**config.mk**
```make
export PLATFORM = sky130hd
export DESIGN_NAME = set_bit_enumerator
export DESIGN_NICKNAME = d
export VERILOG_FILES = /design/src/rtl/set_bit_enumerator_pkg.sv /design/src/rtl/set_bit_enumerator_onehot_to_binary.sv /design/src/rtl/set_bit_enumerator.sv
export SDC_FILE = /design/constraint.sdc
export NUM_CORES = 1
export LEC_CHECK = 0
export ABC_CLOCK_PERIOD_IN_PS = 1760
export CORE_AREA = 3 3 47 59
export DETAILED_ROUTE_END_ITERATION = 8
export DIE_AREA = 0 0 50 62
export GPL_TIMING_DRIVEN = 0
export PLACE_DENSITY = 0.63
export SYNTH_ARGS = -nofsm -noshare
export SYNTH_HDL_FRONTEND = slang
export SYNTH_SLANG_ARGS = --single-unit
```
**constraint.sdc**
```tcl
create_clock -name clock -period 1.76 [get_ports clock]
set_input_delay 0.352 -clock clock [delete_from_list [all_inputs] [get_ports clock]]
set_output_delay 0.352 -clock clock [all_outputs]
set_load 0.02 [all_outputs]
```
**src/rtl/set_bit_enumerator_pkg.sv**
```systemverilog
// Shared types for the set-bit enumerator: FSM encoding and the
// derived bit-position width.
package set_bit_enumerator_pkg;

    typedef enum logic {
        IDLE = 1'b0,
        EMIT = 1'b1
    } state_t;

    // Width of a binary bit position for a word of width w.
    function automatic int index_width(input int w);
        return (w < 2) ? 1 : $clog2(w);
    endfunction

endpackage

```
**src/rtl/set_bit_enumerator_onehot_to_binary.sv**
```systemverilog
// Combinational one-hot to binary encoder; OR-reduce of set positions,
// correct only when at most one input bit is set.
module onehot_to_binary
    import set_bit_enumerator_pkg::*;
#(
    parameter int WORD_WIDTH  = 8,
    parameter int INDEX_WIDTH = index_width(WORD_WIDTH)
) (
    input  logic [WORD_WIDTH-1:0]  onehot,
    output logic [INDEX_WIDTH-1:0] index
);

    always_comb begin
        index = '0;
        for (int i = 0; i < WORD_WIDTH; i++) begin
            if (onehot[i]) index = index | INDEX_WIDTH'(i);
        end
    end

endmodule

```
**src/rtl/set_bit_enumerator.sv**
```systemverilog
// Serialises the set bits of a word, lowest first, one beat per bit under
// valid/ready; an all-zero word produces a single empty beat.
module set_bit_enumerator
    import set_bit_enumerator_pkg::*;
#(
    parameter  int WORD_WIDTH  = 8,
    localparam int INDEX_WIDTH = index_width(WORD_WIDTH)
) (
    input  logic                   clock,
    input  logic                   clear,
    input  logic                   input_valid,
    output logic                   input_ready,
    input  logic [WORD_WIDTH-1:0]  word_in,
    output logic                   output_valid,
    input  logic                   output_ready,
    output logic [WORD_WIDTH-1:0]  output_onehot,
    output logic [INDEX_WIDTH-1:0] output_index,
    output logic                   output_last,
    output logic                   output_empty
);

    localparam logic [WORD_WIDTH-1:0] ONE = {{(WORD_WIDTH-1){1'b0}}, 1'b1};

    state_t                  state, state_nx;
    logic [WORD_WIDTH-1:0]   remaining;
    logic [WORD_WIDTH-1:0]   lowest;
    logic [WORD_WIDTH-1:0]   stripped;
    logic                    accept;
    logic                    advance;

    // Rightmost-bit isolate and clear; both wrap modulo 2^WORD_WIDTH.
    assign lowest   = remaining & (~remaining + ONE);
    assign stripped = remaining & (remaining - ONE);

    assign accept  = (state == IDLE) && input_valid;
    assign advance = (state == EMIT) && output_ready;

    always_ff @(posedge clock or posedge clear) begin
        if (clear) state <= IDLE;
        else       state <= state_nx;
    end

    always_ff @(posedge clock or posedge clear) begin
        if (clear)        remaining <= '0;
        else if (accept)  remaining <= word_in;
        else if (advance) remaining <= stripped;
    end

    always_comb begin
        state_nx = state;
        unique case (state)
            IDLE: if (input_valid) state_nx = EMIT;
            EMIT: if (output_ready && (stripped == '0)) state_nx = IDLE;
            default: state_nx = IDLE;
        endcase
    end

    always_comb begin
        input_ready   = 1'b0;
        output_valid  = 1'b0;
        output_onehot = '0;
        output_last   = 1'b0;
        output_empty  = 1'b0;
        unique case (state)
            IDLE: input_ready = 1'b1;
            EMIT: begin
                output_valid  = 1'b1;
                output_onehot = lowest;
                output_last   = (stripped == '0);
                output_empty  = (remaining == '0);
            end
            default: ;
        endcase
    end

    onehot_to_binary #(
        .WORD_WIDTH (WORD_WIDTH),
        .INDEX_WIDTH(INDEX_WIDTH)
    ) u_enc (
        .onehot(output_onehot),
        .index (output_index)
    );

endmodule

```
Word-level counts from Yosys, hierarchy flattened. Index checks and enable logic that the tools add are counted.

Multiplexer cells: 17. Reductions and logical operators: 6. Bitwise logic cells: 4. $add $sub $neg: 2.

Operators by type and width (count): 8-bit two-way mux (3); 8-bit bitwise AND (2); 8-bit logical NOT (2); 3-bit two-way mux (4); 8-bit by 1-bit adder with 8-bit output, second input constant (1); 8-bit NOT (1); 8-bit by 1-bit subtractor with 8-bit output, second input constant (1); 1-bit two-way mux (7); 2-bit two-way mux (2); 1-bit logical AND (3); 1-bit one-hot mux with 2 select lines (1); 2-bit nonzero test (1); 1-bit NOT (1).

Bits in registers: 9. Input bits: 12. Output and inout bits: 15. Logic and storage cells: 31.

Logic depth before layout (Yosys ltp).
Depth in word-level cells: 11. Gate-level depth with buffers: 5. Gate-level depth less buffers: 4.

Cells and area by module. A second synthesis with hierarchy kept.

Cell total of the unflattened synthesis: 75. Area total of the unflattened synthesis: 611.8 um^2.

By module, submodules not included: set_bit_enumerator (times used 1, cells an instance 72, area an instance 589.3 um^2); onehot_to_binary (times used 1, cells an instance 3, area an instance 22.5 um^2).

Least setup slack after synthesis. Ideal clock, no wire load.

Kind: register to output. From: register state. To: output port output_onehot[7]. Path buffers: 0. Stages on the path, launching flop included: 5. Arrival time: 1.402 ns. Setup slack: 0.006 ns. Cell sequence: dfrtp_1 -> or3b_4 -> nor3_4 -> nand2_2 -> nor2_1.

Cells in the longest elaborated chain, start to end: 1.

Ends and longest elaborated chain: start: declaration (line set_bit_enumerator.sv:24) `state_t state, state_nx;`; start signal: assignment (line set_bit_enumerator.sv:40) `else state <= state_nx;`; 8-bit two-way mux (line set_bit_enumerator.sv:64) `unique case (state)`; end: declaration (line set_bit_enumerator.sv:16) `output logic [WORD_WIDTH-1:0] output_onehot,`.

No other way between the ends.

Worst setup path after layout.
From: register remaining[0]. To: output port output_last.

Cells in the longest elaborated chain, start to end: 4.

Ends and longest elaborated chain: start: declaration (line set_bit_enumerator.sv:25) `logic [WORD_WIDTH-1:0] remaining;`; start signal: assignment (line set_bit_enumerator.sv:45) `else if (accept) remaining <= word_in;`; start signal: assignment (line set_bit_enumerator.sv:46) `else if (advance) remaining <= stripped;`; 8-bit by 1-bit subtractor with 8-bit output (line set_bit_enumerator.sv:33) `assign stripped = remaining & (remaining - ONE);`; 8-bit bitwise AND * (line set_bit_enumerator.sv:33); 8-bit logical NOT * (line set_bit_enumerator.sv:69) `output_last = (stripped == '0);`; 1-bit two-way mux * (line set_bit_enumerator.sv:64); end: declaration (line set_bit_enumerator.sv:18) `output logic output_last,`.

Every way passes the cells marked *; elsewhere a longest branch is shown, timed or not.

==> impl_metrics.json <==
{
  "outcome": "finished, violations left",
  "violations": "negative setup slack",
  "synth_top_area_share_pct": 33.9,
  "htreeDepth": 1,
  "clockBufferDepth": 2,
  "final_common_cell": "buf_4",
  "initial_core_util_pct": 29.4,
  "period_share_pct": 112,
  "seq_area_frac_synth_pct": 33.9,
  "cts.hold.buffers_added": 0,
  "clk_pin_slew_ps": 60,
  "routed_wirelength_um": 1910,
  "grt_pass1_vias": 675,
  "antenna_cells": 0,
  "clk_latency_ps": 260,
  "antenna_found_initial": 0,
  "io_pins": 27,
  "grtUsageTotal_pct": 13.0,
  "synth_area_per_cell_um2": 8.00,
  "hold_ws_ps": 359,
  "grt_pass1_wl_um": 2980,
  "async_reset_ff_share_pct": 100,
  "fp.dieArea_um2": 3100,
  "power.density_nw_per_um2": 1920,
  "drv_slew": 0,
  "yosys.cell_types.count": 33,
  "worst_pin_slew_ps": 366,
  "nNetsFinal": 136,
  "drtIter0Drc": 18,
  "hold_class": "input port to async pin",
  "r2r_cells": 6,
  "cts.sinks": 9,
  "finalHoldViolations": 0,
  "crit_path_start_kind": "flop",
  "via_per_inst": 4.79,
  "fin_crit_ps": 1970,
  "worst_slack_ps": -208,
  "cts_tree": "yes",
  "coreArea_um2": 2260,
  "final_cell_mix": "buf_4, o21ai_0, nand2_1, clkdlybuf4s50_1",
  "synth-seq-cells": 9,
  "io_buffers": 26,
  "max_freq_ghz": 0.508,
  "avgRoutedWirePerCell_um": 12.4,
  "ys.warnings.count": 0,
  "vdd_drop_max_uv": 733,
  "synth_area_leader_cell": "dfrtp_1",
  "crit_required_ps": 1410,
  "post-route-drc-count": 0,
  "rsz0062_at_grt": "yes",
  "finalSetupViolCount": 10,
  "grt_max_degree": 11,
  "max_slew_margin_pct": 75.6,
  "place_hpwl_um": 1380,
  "critPathCaptureType": "primary output",
  "syn_to_final_growth_pct": 65.7,
  "dp_cells": 140,
  "place_congestion": 0.819,
  "finClkSkew_ps": 0.600,
  "path_max_fanout": 9,
  "nFillCells": 231,
  "instances_no_fill": 154,
  "post_route_cells_drive_above_1_share_pct": 36.6,
  "grt_overflow": 0,
  "ant_nets": 0,
  "synth_fp_nets": 95,
  "synth.area.top_cells": "dfrtp_1, o21ai_0, nand2_1, nor3b_2, a21oi_1",
  "synth_edf_count": 0,
  "syn-cell-area_um2": 664,
  "die_w_um": 50,
  "die_h_um": 62,
  "drtPass1Iterations": 4,
  "critical_path_arrival_ps": 1620,
  "leakage_nw": 0.509,
  "dr_total_vias": 738,
  "numCtsBuffers": 3,
  "ys.flop_type": "dfrtp_1",
  "worstSetupPathType": "flop to primary output",
  "rows": 19,
  "max_cap_violations": 0,
  "syn-instance-count": 83,
  "root_buffer": "clkbuf_4"
}
## Yosys cell counts, drive strengths merged, types with 2 or more instances
cell type  instances
o21ai             16
or2                2
inv                4
a22o               2
and3               3
dfrtp              9
nor3b              2
nor2               5
nor3               2
and2               3
o31ai              2
a21oi              4
nand2             14
buf                3
## flip-flops by register name (all words and copies together), names as in the netlist
register	count
remaining	8
state	1
## stage by stage
step	util [%]	total power, mW	setup WS, ps	TNS, ps	cell area, um^2
floorplan	-	1.21	5.79	0	664
global placement	42.7	1.68	-602	-4130	963
detailed placement	42.7	1.70	-613	-4330	963
CTS	46.5	2.01	-293	-2020	1050
global route	48.8	2.28	-296	-2170	1100
finish	48.8	2.12	-208	-1280	1100
## repair_timing
action,CTS,global route
buffers inserted,7,4
cloned,0,0
pin swaps,4,4
endpoints found under the setup margin,14,10
gates resized for setup,64,13
## cells by family after synthesis
kind of cell / count (synthesis) / share of synthesized area, %
fa+ha+maj: 1 / 1.51
flops: 9 / 33.9
compound gates: 26 / 23.2
buf+inv: 8 / 6.40
simple gates: 39 / 35.0
## layout make-up
type | instances | area, um^2 | area share (%)
buffer | 3 | 27.5 | 2.50
timing repair buffer | 37 | 339 | 30.8
tap | 31 | 38.8 | 3.52
clock buffer | 4 | 26.3 | 2.39
multi-input combinational | 66 | 427 | 38.7
sequential | 9 | 228 | 20.7
inverter | 4 | 15.0 | 1.36
## where the power goes
part | internal [mW] | switching, mW | total (mW)
registers | 0.293 | 0.145 | 0.438
clock network | 0.0876 | 0.0753 | 0.163
logic | 0.773 | 0.742 | 1.52
total | 1.15 | 0.962 | 2.12
## path summary, 6_finish.rpt
check                                    startpoint                       end  slack [ps]
min in group clock         remaining[5]$_DFFE_PP0P_  remaining[5]$_DFFE_PP0P_         620
max reg2reg                remaining[1]$_DFFE_PP0P_  remaining[7]$_DFFE_PP0P_         200
min reg2reg                remaining[5]$_DFFE_PP0P_  remaining[5]$_DFFE_PP0P_         620
max                        remaining[0]$_DFFE_PP0P_               output_last        -210
min                                           clear  remaining[0]$_DFFE_PP0P_         360
max in group asynchronous                     clear  remaining[4]$_DFFE_PP0P_        1120
## critical path, stage by stage (launching register included)
cell     delay (ps)
dfrtp_1         390
buf_6           150
maj3_1          370
o21ai_0         140
and3_1          170
buf_4           140
## metal layers
| metal | GRT usage [%] | up-vias | wire length [um] |
|---|---|---|---|
| li1 | - | 373 | - |
| met2 | 22.6 | 21 | 968 |
| met1 | 15.2 | 340 | 839 |
| met5 | 0 | - | 0 |
| met4 | 8.30 | 0 | 43 |
| met3 | 1.91 | 4 | 59 |
Power figures use the tool's default switching activity.
